## src/rtl/wave_sequencer_pkg.sv

```systemverilog
// Shared types and constants for the wave sequencer: state encoding,
// program-entry field layout and the default unit divider.
package wave_sequencer_pkg;

  typedef enum logic [1:0] {
    IDLE = 2'd0,
    LOAD = 2'd1,
    HIGH = 2'd2,
    LOW  = 2'd3
  } state_e;

  localparam int CFG_W        = 12;
  localparam int FLD_W        = 4;
  localparam int REPS_LSB     = 8;
  localparam int M_LSB        = 4;
  localparam int N_LSB        = 0;
  localparam int TICK_DIV_DEF = 10;

  typedef struct packed {
    logic [FLD_W-1:0] reps;
    logic [FLD_W-1:0] m;
    logic [FLD_W-1:0] n;
  } entry_t;

  function automatic entry_t unpack_entry(input logic [CFG_W-1:0] d);
    entry_t e;
    e.reps = d[REPS_LSB +: FLD_W];
    e.m    = d[M_LSB +: FLD_W];
    e.n    = d[N_LSB +: FLD_W];
    return e;
  endfunction

endpackage

```

## src/rtl/wave_sequencer_if.sv

```systemverilog
// Config/control/status bundle between a host and the wave sequencer.
interface wave_sequencer_if;
  logic        cfgWe;
  logic [1:0]  cfgAddr;
  logic [11:0] cfgData;
  logic        start;
  logic        stop;
  logic        busy;
  logic [1:0]  step;
  logic [3:0]  m;
  logic [3:0]  n;
  logic        waveOut;
  logic        done;

  modport master (
    output cfgWe, cfgAddr, cfgData, start, stop,
    input  busy, step, m, n, waveOut, done
  );

  modport slave (
    input  cfgWe, cfgAddr, cfgData, start, stop,
    output busy, step, m, n, waveOut, done
  );
endinterface

```

## src/rtl/wave_sequencer_unit_timer.sv

```systemverilog
// Phase timer: restart loads count*TICK_DIV, expire_o is high on the last
// clock of that window so the owner changes phase exactly on its boundary.
module unit_timer
  import wave_sequencer_pkg::*;
#(
  parameter int TICK_DIV = TICK_DIV_DEF
) (
  input  logic       clk,
  input  logic       reset,
  input  logic       restart_i,
  input  logic [3:0] count_i,
  output logic       expire_o
);

  localparam int CW = $clog2(15 * TICK_DIV + 1) < 4 ? 4 : $clog2(15 * TICK_DIV + 1);

  logic [CW-1:0] cnt_q;
  logic          run_q;

  always_ff @(posedge clk or negedge reset) begin
    if (!reset) begin
      cnt_q <= '0;
      run_q <= 1'b0;
    end else if (restart_i) begin
      cnt_q <= CW'(count_i) * CW'(TICK_DIV) - CW'(1);
      run_q <= (count_i != 4'd0);
    end else if (run_q) begin
      if (cnt_q == '0) run_q <= 1'b0;
      else             cnt_q <= cnt_q - CW'(1);
    end
  end

  assign expire_o = run_q && (cnt_q == '0);

endmodule

```

## src/rtl/wave_sequencer.sv

```systemverilog
// Programmable four-step PWM sequencer: each entry plays reps periods of
// m units high then n units low; entries with nothing to play are skipped.
module wave_sequencer
  import wave_sequencer_pkg::*;
#(
  parameter int TICK_DIV = TICK_DIV_DEF,
  parameter int STEPS    = 4
) (
  input  logic             clk,
  input  logic             reset,
  wave_sequencer_if.slave  bus
);

  state_e          state_q;
  logic [1:0]      step_q;
  logic [3:0]      m_q, n_q, rep_q;
  logic            busy_q, wave_q, done_q, go_q;
  logic [CFG_W-1:0] prog_q [STEPS];

  entry_t     cur;
  logic       ld_ok, hi_end, period_end, advance, abort;
  logic       tmr_restart, tmr_exp;
  logic [3:0] tmr_cnt;

  assign cur        = unpack_entry(prog_q[step_q]);
  assign ld_ok      = (cur.reps != 4'd0) && ((cur.m != 4'd0) || (cur.n != 4'd0));
  assign hi_end     = (state_q == HIGH) && tmr_exp;
  assign period_end = (hi_end && (n_q == 4'd0)) || ((state_q == LOW) && tmr_exp);
  assign advance    = ((state_q == LOAD) && !ld_ok) || (period_end && (rep_q == 4'd1));
  assign abort      = bus.stop && (state_q != IDLE);

  // Timer restarts on every phase entry so phases never inherit leftover ticks.
  always_comb begin
    tmr_restart = 1'b0;
    tmr_cnt     = (m_q != 4'd0) ? m_q : n_q;
    if (!abort) begin
      if ((state_q == LOAD) && ld_ok) begin
        tmr_restart = 1'b1;
        tmr_cnt     = (cur.m != 4'd0) ? cur.m : cur.n;
      end else if (hi_end && (n_q != 4'd0)) begin
        tmr_restart = 1'b1;
        tmr_cnt     = n_q;
      end else if (period_end && (rep_q != 4'd1)) begin
        tmr_restart = 1'b1;
      end
    end
  end

  unit_timer #(.TICK_DIV(TICK_DIV)) u_timer (
    .clk      (clk),
    .reset    (reset),
    .restart_i(tmr_restart),
    .count_i  (tmr_cnt),
    .expire_o (tmr_exp)
  );

  always_ff @(posedge clk or negedge reset) begin
    if (!reset) begin
      state_q <= IDLE;
      step_q  <= 2'd0;
      m_q     <= 4'd0;
      n_q     <= 4'd0;
      rep_q   <= 4'd0;
      busy_q  <= 1'b0;
      wave_q  <= 1'b0;
      done_q  <= 1'b0;
      go_q    <= 1'b0;
      for (int i = 0; i < STEPS; i++) prog_q[i] <= '0;
    end else begin
      done_q <= 1'b0;
      // start is captured one edge before the FSM leaves IDLE
      go_q   <= bus.start && !bus.stop && (state_q == IDLE);
      if (bus.cfgWe && !busy_q) prog_q[bus.cfgAddr] <= bus.cfgData;

      if (abort) begin
        state_q <= IDLE;
        step_q  <= 2'd0;
        busy_q  <= 1'b0;
        wave_q  <= 1'b0;
      end else if (advance) begin
        if (state_q == LOAD) begin
          m_q   <= cur.m;
          n_q   <= cur.n;
          rep_q <= cur.reps;
        end
        wave_q <= 1'b0;
        if (step_q == 2'(STEPS - 1)) begin
          state_q <= IDLE;
          step_q  <= 2'd0;
          busy_q  <= 1'b0;
          done_q  <= 1'b1;
        end else begin
          state_q <= LOAD;
          step_q  <= step_q + 2'd1;
        end
      end else if (period_end) begin
        rep_q   <= rep_q - 4'd1;
        state_q <= (m_q != 4'd0) ? HIGH : LOW;
        wave_q  <= (m_q != 4'd0);
      end else begin
        case (state_q)
          IDLE: if (go_q && !bus.stop) begin
            state_q <= LOAD;
            busy_q  <= 1'b1;
          end
          LOAD: begin
            m_q     <= cur.m;
            n_q     <= cur.n;
            rep_q   <= cur.reps;
            state_q <= (cur.m != 4'd0) ? HIGH : LOW;
            wave_q  <= (cur.m != 4'd0);
          end
          HIGH: if (hi_end) begin
            state_q <= LOW;
            wave_q  <= 1'b0;
          end
          default: ;
        endcase
      end
    end
  end

  assign bus.busy    = busy_q;
  assign bus.step    = step_q;
  assign bus.m       = m_q;
  assign bus.n       = n_q;
  assign bus.waveOut = wave_q;
  assign bus.done    = done_q;

endmodule

```

## src/flat_wrapper.sv

```systemverilog
// flat-port wrapper written by rule: the top's interface ports become plain ports
module wave_sequencer_flat import wave_sequencer_pkg::*;
#(
  parameter int TICK_DIV = TICK_DIV_DEF,
  parameter int STEPS    = 4
)
  (clk, reset, bus_cfgWe, bus_cfgAddr, bus_cfgData, bus_start, bus_stop, bus_busy, bus_step, bus_m, bus_n, bus_waveOut, bus_done);
  wave_sequencer_if bus_i ();
  input  logic clk;
  input  logic reset;
  input wire logic [$bits(bus_i.cfgWe)-1:0] bus_cfgWe;
  input wire logic [$bits(bus_i.cfgAddr)-1:0] bus_cfgAddr;
  input wire logic [$bits(bus_i.cfgData)-1:0] bus_cfgData;
  input wire logic [$bits(bus_i.start)-1:0] bus_start;
  input wire logic [$bits(bus_i.stop)-1:0] bus_stop;
  output wire logic [$bits(bus_i.busy)-1:0] bus_busy;
  output wire logic [$bits(bus_i.step)-1:0] bus_step;
  output wire logic [$bits(bus_i.m)-1:0] bus_m;
  output wire logic [$bits(bus_i.n)-1:0] bus_n;
  output wire logic [$bits(bus_i.waveOut)-1:0] bus_waveOut;
  output wire logic [$bits(bus_i.done)-1:0] bus_done;
  assign bus_i.cfgWe = bus_cfgWe;
  assign bus_i.cfgAddr = bus_cfgAddr;
  assign bus_i.cfgData = bus_cfgData;
  assign bus_i.start = bus_start;
  assign bus_i.stop = bus_stop;
  assign bus_busy = bus_i.busy;
  assign bus_step = bus_i.step;
  assign bus_m = bus_i.m;
  assign bus_n = bus_i.n;
  assign bus_waveOut = bus_i.waveOut;
  assign bus_done = bus_i.done;
  wave_sequencer #(.TICK_DIV(TICK_DIV), .STEPS(STEPS)) u_core (.clk(clk), .reset(reset), .bus(bus_i));
endmodule
```

## config.mk

```make
export PLATFORM = sky130hd
export DESIGN_NAME = wave_sequencer_flat
export DESIGN_NICKNAME = d
export VERILOG_FILES = /design/src/rtl/wave_sequencer_pkg.sv /design/src/rtl/wave_sequencer_if.sv /design/src/rtl/wave_sequencer_unit_timer.sv /design/src/rtl/wave_sequencer.sv /design/src/flat_wrapper.sv
export SDC_FILE = /design/constraint.sdc
export NUM_CORES = 1
export LEC_CHECK = 0
export CORE_ASPECT_RATIO = 1.75
export CORE_UTILIZATION = 40
export CTS_CLUSTER_DIAMETER = 60
export DETAILED_ROUTE_END_ITERATION = 16
export SYNTH_ARGS = -nofsm -noshare
export SYNTH_HDL_FRONTEND = slang
export SYNTH_SLANG_ARGS = --single-unit
```

## constraint.sdc

```tcl
create_clock -name clk -period 4.7 [get_ports clk]
set_clock_uncertainty 0.2 [all_clocks]
set_input_delay 0.705 -clock clk [delete_from_list [all_inputs] [get_ports clk]]
set_output_delay 0.705 -clock clk [all_outputs]
set_load 0.005 [all_outputs]
```

==> metrics.txt, run 1 <==
Clock transition at path regs=0.06 ns; Yosys top cell by area=dfrtp_1; RSZ-0062 raised after global routing=false; Synth area leaders=dfrtp_1, mux2_2, mux4_2; Sw Ratio=39.2%; DRT Pass-1 Iters=4; Critical Path Source Type=flip-flop; I/O Pins=32; CP most frequent cell=ha_1; fin nets=443; Power Internal=2.24 mW; CP max-delay cell=mux4_2; Final Core Density=49.9%; Synth top area share=44.8%; crit path DAT=4.53 ns; Slew Viols, Final=0; Bufs on Longest Clock Path=2; largest net degree at the start of global routing=around 80; R2R Setup Slk=approximately 0.22 ns; via count of the first global-routing pass=3322; first-pass GRT wire length=about 17 mm; Antenna Violating Nets Remaining=0; Mapped Area=roughly 4300 um2; syn_nets=394; 1st-iter DRT viols=171; cell family with most CP delay=simple AND/OR/NAND/NOR gates; final setup TNS=0 ns; Worst EP required=4.75 ns; Max Clock Freq=223 MHz; H-tree Lvls=3; Max-slew headroom=32.7%; Antenna Cells=0; Vias=3077; Worst Hold Class=reg -> reg; Post-synth EDFFs=0; Buffers & Inverters on Critical Path=2; Peak VDD IR=326 uV; Hold Fails Final Rpt=0; Synth Instances=~360; sequential share of power=30.6%; Final Cycle Share=95.3%; Layout area overhead=20.3%; WS Path Type=reg -> reg; count of final setup violators=0; min cycle time layout=between 4 and 5 ns; Comb pwr share=51.5%; Yosys warnings=0; Non-Filler Instances=between 500 and 600; crit path max fanout=15; die width=80.4 um; largest stage delay on the critical path=0.58 ns; initial core utilization=41.5%; Max Cap Viol=0; Cell Pwr Density=711 nW/um2; switching pwr=1.44 mW; Die Height=139 um; CP Capture Type=flip-flop; CP cell instances=buf_12 -> mux4_2 -> nor4_4 -> a211o_4 -> nor2_2 -> or3_4 -> ha_1 -> ha_1 -> fa_1 -> nor4b_2 -> buf_4 -> nor2_1 -> a221o_1 -> a22oi_1; asr flop ratio synth=100%; worst-margin pin slew=roughly 1 ns; status=finished, final reports clean; GR Overflow Total=0; Post-synth top flop=dfrtp_1; Die Area=roughly 11000 um2; All-Layer GR Usage=19.9%; clk_lat worst skew=about 0.34 ns; Seq/Total Area, Yosys=between 40% and 50%; port bufs=31; WL per Instance=between 15 and 20 um; flops & latches, synth=77; Num CTS Buffers=9; Post-DP HPWL=7.40 mm; Mean Syn Cell Area=~12 um2; cell total after placement=521; RePlAce Congestion=0.894; DRC violations left=0; core area=10400 um2; Design Power=3.68 mW; clock power share=around 18%; CTS tree=done; leakage dissipation=2.13 nW; mean number of vias per cell=approximately 5.7; layout cell share with drive strength beyond 1=26.9%; Site Rows=a little under 50; Detailed Route WL=between 10 and 15 mm; initial antenna violation count=0; Root Buffer=clkbuf_16; clock sink count=77; Cell variety after synth=64
[synth_stat cells, types with 6 or more instances]
master   count
o21ai_1      8
mux2_1       7
mux4_2       9
nor3_1       6
ha_1        15
mux2_2      49
nand2_1     16
a31oi_1      6
dfrtp_1     77
nor2_1      18
o21ai_0      9
nand3_1      6
a21oi_1     16
inv_1       18
[power groups by stage]
stage                     Sequential [mW]  Clock (mW)  Combinational [mW]
after floorplan                      1.07           0                1.35
after global placement               1.12           0                1.82
after detailed placement             1.14           0                1.85
after CTS                            1.12       0.683                1.87
after global routing                 1.16       0.708                2.10
final                                1.13       0.661                1.89
[sequential cells by signal (all words and copies together), names as in the netlist]
| name | flops |
|---|---|
| u_core.prog_q | 48 |
| u_core.u_timer.cnt_q | 8 |
| u_core.bus.m | 4 |
| u_core.bus.n | 4 |
| u_core.rep_q | 4 |
| u_core.bus.step | 2 |
| u_core.state_q | 2 |
| u_core.bus.busy | 1 |
| u_core.bus.done | 1 |
| u_core.bus.waveOut | 1 |
| u_core.go_q | 1 |
| u_core.u_timer.run_q | 1 |
[cell families after synthesis]
kind of cell / count (synthesis) / share of synthesized area (%)
and+or+nand+nor: 87 / 12.4
DFF: 77 / 44.8
muxes: 73 / 22.4
AOI/OAI and AO/OA: 70 / 11.3
buffers and inverters: 28 / 2.68
adders and majority gates: 16 / 4.83
xor gates and xnor gates: 8 / 1.63
[area by class of cell]
| class | instances | area (um2) |
|---|---|---|
| clock buffers | 12 | 267 |
| clock inverters | 3 | 20.0 |
| fillers | 919 | 5190 |
| inverters | 19 | 71.3 |
| multi-input cells | 254 | 2280 |
| flip-flops and latches | 77 | 1930 |
| well taps | 127 | 159 |
| repair buffers | 47 | 453 |
[per-stage QoR]
stage / area (um2) / setup slack [ns] / hold WS (ns)
4_1_cts: 5150 / 0.0975 / 0.302
2_1_floorplan: 4300 / 0.209 / 0.209
6_report: 5170 / 0.221 / 0.300
5_1_grt: 5170 / 0.0358 / 0.319
3_3_place_gp: 4870 / 0.261 / 0.284
3_5_place_dp: 4870 / 0.136 / 0.289
[path summary, 6_finish.rpt]
kind	startpoint	to	cells after the start
setup / recovery	u_core.bus.step[0]	u_core.u_timer.cnt_q[7]	14
min in group asynchronous	reset	u_core.go_q	1
max in group asynchronous	reset	u_core.prog_q[16]	1
hold reg to reg	u_core.prog_q[34]	u_core.prog_q[34]	1
hold / removal	u_core.prog_q[34]	u_core.prog_q[34]	1
setup reg to reg	u_core.bus.step[0]	u_core.u_timer.cnt_q[7]	14
[worst register-to-register path, stage by stage (launching register included)]
cell,delay [ns]
dfrtp_1,0.38
buf_12,0.18
mux4_2,0.59
nor4_4,0.38
a211o_4,0.23
nor2_2,0.06
or3_4,0.42
ha_1,0.32
ha_1,0.23
fa_1,0.49
nor4b_2,0.27
buf_4,0.16
nor2_1,0.04
a221o_1,0.29
a22oi_1,0.16
[timing repair]
action | 4_1_cts | 5_1_grt
gates resized for setup | 0 | 3
hold buffers | 0 | 0
setup buffers | 0 | 3
endpoints found under the setup margin | 0 | 1
[routing by layer]
layer  global-route usage (%)  vias up  share of wire (%)
li1                         -     1439                  -
met1                     21.2     1559                 39
met2                     36.3       56                 55
met3                     3.62       23                2.1
met4                     9.59        0                3.4
met5                        0        -                  0
[cells in the final DEF (no fill, tap or decap), drive strengths merged, types with 2 or more instances in the layout]
master         synthesis  layout
buf                    4      17
clkinvlp               0       2
and3                   2       2
nor3b                  3       3
a22oi                  5       5
clkbuf                 5      12
nor3                   6       6
nor4                   7       7
a31oi                  6       6
a31o                   4       4
o21ai                 18      18
nand4                  2       2
a311oi                 2       2
clkdlybuf4s50          0      30
nand2                 16      16
xor2                   5       5
dfrtp                 77      77
o31a                   2       2
mux4                  12      12
nand3                  6       6
nand2b                 5       5
nor2b                  4       4
a21oi                 16      16
xnor2                  3       3
a211oi                 2       2
ha                    15      15
nor4bb                 2       2
nor2                  20      20
mux2                  56      56
o22ai                  3       3
and2                   3       3
inv                   19      19
mux2i                  5       5
nor4b                  4       4
Note: power is estimated with default switching activity, not from simulation.
==> run 2, diff against run 1 <==
--- a/config.mk
+++ b/config.mk
@@ -9,6 +9,7 @@
 export CORE_UTILIZATION = 40
 export CTS_CLUSTER_DIAMETER = 60
 export DETAILED_ROUTE_END_ITERATION = 16
+export MAX_ROUTING_LAYER = met4
 export SYNTH_ARGS = -nofsm -noshare
 export SYNTH_HDL_FRONTEND = slang
 export SYNTH_SLANG_ARGS = --single-unit
==> run 2 against run 1 <==
Sequential cell count unchanged. Register-to-register slack is essentially flat. Power is 0.13% higher. Critical path depth is the same. Die area unchanged. Sequential power barely moved. Clock power barely moved. Final cell count unchanged.
==> metrics.txt, run 2 (synthesis results as in run 1) <==
Site Rows=49 (unchanged); Max Clock Freq=223 MHz (about the same); CP Capture Type=flip-flop (unchanged); DRT met1 WL=3.95 mm (was 3.92 mm); Peak VDD IR=326 uV (about the same); fin nets=443 (unchanged); H-tree Lvls=3 (unchanged); hold-fix buffers at CTS=0 (unchanged); port bufs=31 (unchanged); Final Cycle Share=95.3% (about the same); Non-Filler Instances=539 (unchanged); DRT Pass-1 Iters=4 (unchanged); Worst EP required=4.75 ns (about the same); Antenna Violating Nets Remaining=0 (unchanged); RSZ-0062 raised after global routing=false (unchanged); All-Layer GR Usage=20.4% (was 19.9%); cell total after placement=521 (unchanged); dpl cell area=4870 um2 (unchanged); WS Path Type=reg -> reg (unchanged); Worst Hold Class=reg -> reg (unchanged); most frequent cells in the layout=dfrtp_1, mux2_2, clkdlybuf4s50_1 (unchanged); Clock transition at path regs=0.06 ns (about the same); CP cell instances=buf_12 -> mux4_2 -> nor4_4 -> a211o_4 -> nor2_2 -> or3_4 -> ha_1 -> ha_1 -> fa_1 -> nor4b_2 -> buf_4 -> nor2_1 -> a221o_1 -> a22oi_1 (unchanged); layout cell share with drive strength beyond 1=26.9% (unchanged); most frequent standard cell in the layout excluding fill and tap cells=dfrtp_1 (unchanged); DR WL met3=233 um (was 208 um); Max Cap Viol=0 (unchanged); count of final setup violators=0 (unchanged); Root Buffer=clkbuf_16 (unchanged); final setup TNS=0 ns (unchanged); largest net degree at the start of global routing=78 (unchanged); Post-DP HPWL=7.40 mm (unchanged); Antenna Cells=0 (unchanged); Vias=3114 (was 3077); Detailed Route WL=10.0 mm (about the same); clk_lat worst skew=0.34 ns (about the same); die width=80.4 um (unchanged); Die Area=11200 um2 (unchanged); biggest regs=u_core.prog_q: 48 flops, u_core.u_timer.cnt_q: 8 flops (unchanged); status=finished, final reports clean (unchanged); Num CTS Buffers=9 (unchanged); initial core utilization=41.5% (unchanged); WL per Instance=18.6 um (about the same); Critical Path Source Type=flip-flop (unchanged); via count of the first global-routing pass=3310 (was 3322); crit path max fanout=15 (unchanged); worst-margin pin slew=1.01 ns (about the same); Layout area overhead=20.3% (unchanged); max reg flops=48 (unchanged); Hold Fails Final Rpt=0 (unchanged); crit path DAT=4.53 ns (about the same); RePlAce Congestion=0.909 (was 0.894); Top Metal Used=met4 (unchanged); min cycle time layout=4.48 ns (about the same); CP max-delay cell=mux4_2 (unchanged); met2 wire len=5.54 mm (about the same); Reg with most FFs=u_core.prog_q (unchanged); Slew Viols, Final=0 (unchanged); GR Overflow Total=0 (unchanged); mean number of vias per cell=5.78 (was 5.71); leakage dissipation=2.13 nW (unchanged); CTS tree=done (unchanged); DRC violations left=0 (unchanged); Die Height=139 um (unchanged); Max-slew headroom=32.7% (about the same); Cell Pwr Density=712 nW/um2 (was 711 nW/um2); Multi-input gate area=2280 um2 (unchanged); Bufs on Longest Clock Path=2 (unchanged); I/O Pins=32 (unchanged); CP most frequent cell=ha_1 (unchanged); initial antenna violation count=0 (unchanged); largest stage delay on the critical path=0.58 ns (about the same); Final Instance Area=5170 um2 (unchanged); Storage cell area=1930 um2 (unchanged); Fillers=919 (unchanged); 1st-iter DRT viols=184 (was 171); clock sink count=77 (unchanged); first-pass GRT wire length=16.7 mm (about the same); core area=10400 um2 (unchanged)
-- run 2: layer usage --
layer | global-route usage [%] | vias to the layer above
met1 | 21.2 | 1580
met2 | 36.2 | 64
met3 | 3.22 | 27
met4 | 9.87 | 0
met5 | - | -
li1 | - | 1443
-- run 2: worst max-delay path, delay by kind of cell (launching register included) --
| family | cells | cell delay (ns) |
|---|---|---|
| AO/OA/AOI/OAI | 3 | 0.68 |
| adder cells (fa/ha/maj) | 3 | 1.04 |
| buffers and inverters | 2 | 0.34 |
| flip-flops | 1 | 0.38 |
| multiplexers | 1 | 0.58 |
| AND/OR/NAND/NOR | 5 | 1.16 |
-- run 2: worst paths after layout --
kind / from / endpoint / depth (start not counted) / slack [ns]
max: u_core.bus.step[0] / u_core.u_timer.cnt_q[7] / 14 / 0.22
min in group asynchronous: reset / u_core.go_q / 1 / 0.31
max in group asynchronous: reset / u_core.bus.m[1] / 1 / 3.31
min: u_core.prog_q[8] / u_core.prog_q[8] / 1 / 0.30
max reg2reg: u_core.bus.step[0] / u_core.u_timer.cnt_q[7] / 14 / 0.22
min reg2reg: u_core.prog_q[8] / u_core.prog_q[8] / 1 / 0.30
-- run 2: what timing repair did --
action                     in CTS  in global routing
setup buffers                   0                  3
resized for setup               0                  3
setup endpoints to repair       0                  1
-- run 2: power breakdown --
| part | internal [mW] | leakage, nW | switching [mW] |
|---|---|---|---|
| clock network | 0.397 | 0.137 | 0.267 |
| registers | 0.918 | 0.917 | 0.207 |
| logic | 0.924 | 1.07 | 0.972 |
| total | 2.24 | 2.13 | 1.45 |
-- run 2: layout make-up --
type / instances / area share, %
Multi-Input combinational cell: 254 / 44.0
Sequential cell: 77 / 37.2
Timing Repair Buffer: 47 / 8.75
Clock buffer: 12 / 5.15
Tap cell: 127 / 3.07
Inverter: 19 / 1.38
Clock inverter: 3 / 0.387
-- run 2: stage by stage --
| step | util, % | total power [mW] | hold WS (ns) | setup WS [ns] |
|---|---|---|---|---|
| 2_1_floorplan | - | 2.41 | 0.209 | 0.209 |
| 3_3_place_gp | 47.0 | 2.94 | 0.284 | 0.261 |
| 3_5_place_dp | 47.0 | 2.99 | 0.289 | 0.136 |
| 4_1_cts | 49.7 | 3.67 | 0.302 | 0.0975 |
| 5_1_grt | 49.9 | 3.97 | 0.319 | 0.0358 |
| 6_report | 49.9 | 3.69 | 0.303 | 0.220 |
==> run 3, diff against run 2 <==
--- a/config.mk
+++ b/config.mk
@@ -13,3 +13,4 @@
 export SYNTH_ARGS = -nofsm -noshare
 export SYNTH_HDL_FRONTEND = slang
 export SYNTH_SLANG_ARGS = --single-unit
+export TNS_END_PERCENT = 5
==> results of run 3 <==
Final layout, timing and power as in run 2 (identical DEF).
==> edit 1 (settings of run 1) <==
The 4 states of `state_e` get a one-hot encoding in 4 bits.
--- a/src/rtl/wave_sequencer_pkg.sv
+++ b/src/rtl/wave_sequencer_pkg.sv
@@ -2,11 +2,11 @@
 // program-entry field layout and the default unit divider.
 package wave_sequencer_pkg;
 
-  typedef enum logic [1:0] {
-    IDLE = 2'd0,
-    LOAD = 2'd1,
-    HIGH = 2'd2,
-    LOW  = 2'd3
+  typedef enum logic [3:0] {
+    IDLE = 4'b0001,
+    LOAD = 4'b0010,
+    HIGH = 4'b0100,
+    LOW  = 4'b1000
   } state_e;
 
   localparam int CFG_W        = 12;
Function: no difference found for any inputs over 4 cycles, from zero or initial values and one cycle with reset low; so few cycles prove little.
==> edit 1 against run 1 <==
  * Setup slack improved by 0.15 ns
  * Sequential cell count rose by 2
  * Non-clock buffer count fell by 1
  * Total power fell by 16%
  * Critical path depth fell by 1
  * Worst hold slack improved by 0.0010 ns
  * Global-route usage fell by 0.29 points
  * Utilization fell by 0.82 points
  * Synthesized cell count fell by 0.28%
  * Count of clock-buffer cells in the layout rose by 1
  * Wire length fell by 0.42%
  * Area after synthesis fell by 1.5%
  * Design area fell by 2.2%
  * Largest cell class unchanged
  * Highest routed layer unchanged
==> edit 1: results (changes against run 1) <==
status - finished clean (unchanged)
fraction of area in multi-input gates - 43.16% (was 44.01%)
share of layout cells above drive strength 1 - 27.87% (was 26.94%)
DRT Wirelength - 9968 µm (was 10010 µm)
CLK BUF - 13 (was 12)
vias - 3071 (was 3077)
first-pass iteration count of the detailed router - 5 (was 4)
Signal buffers - 46 (was 47)
vias in the first global route - 3275 (was 3322)
fraction of area in registers - 39.10% (was 37.24%)
fraction of synthesized cell area in xor and xnor cells - 1.653% (was 1.629%)
Inverters - 9 (was 19)
portion of netlist area occupied by mux cells - 22.53% (was 22.37%)
sequential area share after synthesis - 46.68% (was 44.79%)
non-clk buf share - 8.311% (was 8.755%)
Max VDD drop - 0.2708 mV (was 0.3264 mV)
first-pass GRT wire length - 16400 µm (was 16700 µm)
hold path start - u_core.prog_q[8] (was u_core.prog_q[34])
Yosys reg bits - 79 (was 77)
1st-iter DRT viols - 208 (was 171)
synth cell count leaders - 78 x dfrtp_1, 59 x mux2_2, 22 x a21oi_1, 21 x nor2_1, 19 x nand2_1 (was 77 x dfrtp_1, 49 x mux2_2, 18 x inv_1, 18 x nor2_1)
Cell variety after synth - 58 (was 64)
Net Switching - 1.137 mW (was 1.441 mW)
Leak - 2.045 nW (was 2.126 nW)
Adder-Cell Fraction of Synth Area - 3.720% (was 4.828%)
Slew HR - 33.99% (was 32.70%)
multi-input combinational cell count - 259 (was 254)
GRT Util Overall - 19.57% (was 19.86%)
clock-cell share of area - 5.615% (was 5.538%)
Setup crit start - u_core.u_timer.cnt_q[3] (was u_core.bus.step[0])
fillers - 952 (was 919)
Post-Syn Nets - 389 (was 394)
compound-cell area share of the yosys netlist - 9.655% (was 11.26%)
GPL Wtd Cong - 0.8024 (was 0.8938)
DP Worst Slack - 0.3899 ns (was 0.1361 ns)
CP Max Fanout - 6 (was 15)
WP data arrival - 4.37 ns (was 4.53 ns)
edit 1: layer usage:
layer	vias up	global-route usage, %	wire, µm
li1	1434	-	-
met1	1545	22.52	3957
met2	76	34.46	5453
met3	16	4.026	335
met4	0	8.083	221
met5	-	0	0
edit 1: logic make-up (layout without fill, tap and decap cells):
group / count (synthesis) / after routing
multiplexers: 73 / 73
buffers and inverters: 20 / 71
XOR/XNOR: 8 / 8
flip-flops: 79 / 79
adder cells (fa/ha/maj): 12 / 12
AO/OA/AOI/OAI: 62 / 62
AND/OR/NAND/NOR: 104 / 104
edit 1: final timing paths:
kind                                            to  slack, ns  depth (start not counted)
min reg2reg                       u_core.prog_q[8]       0.30                          1
min in group asynchronous        u_core.prog_q[46]       0.33                          1
max in group asynchronous  u_core.u_timer.cnt_q[1]       3.33                          1
max reg2reg                u_core.u_timer.cnt_q[6]       0.37                         13
min                               u_core.prog_q[8]       0.30                          1
max                        u_core.u_timer.cnt_q[6]       0.37                         13
edit 1: metrics by stage:
stage	hold slack (ns)	util [%]	cell area (µm²)	instances
after floorplan	0.2094	-	4238	358
after global placement	0.2669	46.36	4775	520
after detailed placement	0.2917	46.36	4775	520
after CTS	0.3048	49.11	5059	536
after global routing	0.3163	49.11	5059	536
final	0.3009	49.11	5059	536
edit 1: power groups by stage:
| stage | clock (mW) | sequential, mW | combinational, mW |
|---|---|---|---|
| final | 0.683 | 1.11 | 1.30 |
| after CTS | 0.695 | 1.11 | 1.30 |
| after global routing | 0.726 | 1.14 | 1.43 |
| after global placement | 0 | 1.11 | 1.28 |
| after detailed placement | 0 | 1.12 | 1.30 |
| after floorplan | 0 | 1.05 | 0.941 |
==> edit 2 (flow settings as in run 1) <==
Without the edit above. `STEPS` is set to 4 in 2 places; all go to 2.
--- a/src/rtl/wave_sequencer.sv
+++ b/src/rtl/wave_sequencer.sv
@@ -4,7 +4,7 @@
   import wave_sequencer_pkg::*;
 #(
   parameter int TICK_DIV = TICK_DIV_DEF,
-  parameter int STEPS    = 4
+  parameter int STEPS    = 2
 ) (
   input  logic             clk,
   input  logic             reset,
--- a/src/flat_wrapper.sv
+++ b/src/flat_wrapper.sv
@@ -2,7 +2,7 @@
 module wave_sequencer_flat import wave_sequencer_pkg::*;
 #(
   parameter int TICK_DIV = TICK_DIV_DEF,
-  parameter int STEPS    = 4
+  parameter int STEPS    = 2
 )
   (clk, reset, bus_cfgWe, bus_cfgAddr, bus_cfgData, bus_start, bus_stop, bus_busy, bus_step, bus_m, bus_n, bus_waveOut, bus_done);
   wave_sequencer_if bus_i ();
Function: changed (a bounded check fails within 10 cycles, from zero or initial values and one cycle with reset low).
==> edit 2 against run 1 <==
  * The run now ends with design-rule violations left
  * Area after synthesis shrank 22%
  * Critical path type unchanged
  * Critical path depth grew 1
  * Sequential cell count shrank 24
  * Setup slack gained 0.13 ns
  * Design area shrank 24%
  * Global-route usage shrank 1.1 points
  * Wire length shrank 25%
  * Total power shrank 26%
==> edit 2: results (changes against run 1) <==
first-pass GRT wire length - 12780 µm (was 16700 µm)
grt met2 use - 35.77% (was 36.26%)
GPL Wtd Cong - 0.8327 (was 0.8938)
minimum hold slack - 0.3203 ns (was 0.2999 ns)
detailed-routed wire length on met3 - 173 µm (was 208 µm)
met1 Usage GRT - 19.97% (was 21.16%)
Final nets - 405 (was 443)
Worst Max-Slew Pin Slew - 0.6662 ns (was 1.010 ns)
count of non-filler cells in the finished layout - 462 (was 539)
Leak - 1.633 nW (was 2.126 nW)
met2 wire len - 4240 µm (was 5540 µm)
failing checks - design-rule violations
GR met3 Demand/Resource - 2.689% (was 3.618%)
dpl cells - 454 (was 521)
DP Worst Slack - 0.2496 ns (was 0.1361 ns)
first-pass iteration count of the detailed router - 10 (was 4)
most area-consuming cells after synthesis - dfrtp_1 39%, mux2_2 8.4%, ha_1 5.2%, mux2i_1 4.8%, nand2_1 4.4% (was dfrtp_1 45%, mux2_2 13%, mux4_2 4.7%, ha_1 4.4%, a21oi_1 1.9%)
Cell variety after synth - 67 (was 64)
vias - 2616 (was 3077)
Clk pwr share - 13.2% (was 18.0%)
slowest cell delay on critical path - 0.64 ns (was 0.58 ns)
Max VDD drop - 0.3072 mV (was 0.3264 mV)
status - complete, but fails checks (was finished clean)
share of layout cells above drive strength 1 - 16.67% (was 26.94%)
P_int - 1.548 mW (was 2.239 mW)
cell with the largest stage delay on the worst path - dfrtp_1 (was mux4_2)
sequential area share after synthesis - 39.45% (was 44.79%)
DRC Markers - 1 (was 0)
WP data arrival - 4.38 ns (was 4.53 ns)
GRT Util Overall - 18.75% (was 19.86%)
-- edit 2: cell types whose count changed after synthesis, sizes merged, moves of 6 or more --
cell | before | now
mux2i | 5 | 17
nor3 | 6 | 12
mux2 | 56 | 25
dfrtp | 77 | 53
nand2 | 16 | 39
mux4 | 12 | 0
o21ai | 18 | 26
-- edit 2: cell families (layout without fill, tap and decap cells) --
kind of cell	count (synthesis)	count (layout)	synth area share (%)
and+or+nand+nor	107	107	18.09
AOI/OAI and AO/OA	78	78	16.82
DFF	53	53	39.45
muxes	42	42	13.55
buffers and inverters	28	67	3.461
adders and majority gates	15	15	5.806
xor gates and xnor gates	10	10	2.829
-- edit 2: cell type report --
class / count / area (µm²) / area share (%)
multi-input combinational: 252 / 1932 / 48.85
sequential: 53 / 1326 / 33.53
timing repair buffer: 41 / 380.4 / 9.617
clock buffer: 8 / 136.4 / 3.448
tap: 90 / 112.6 / 2.847
inverter: 18 / 67.56 / 1.708
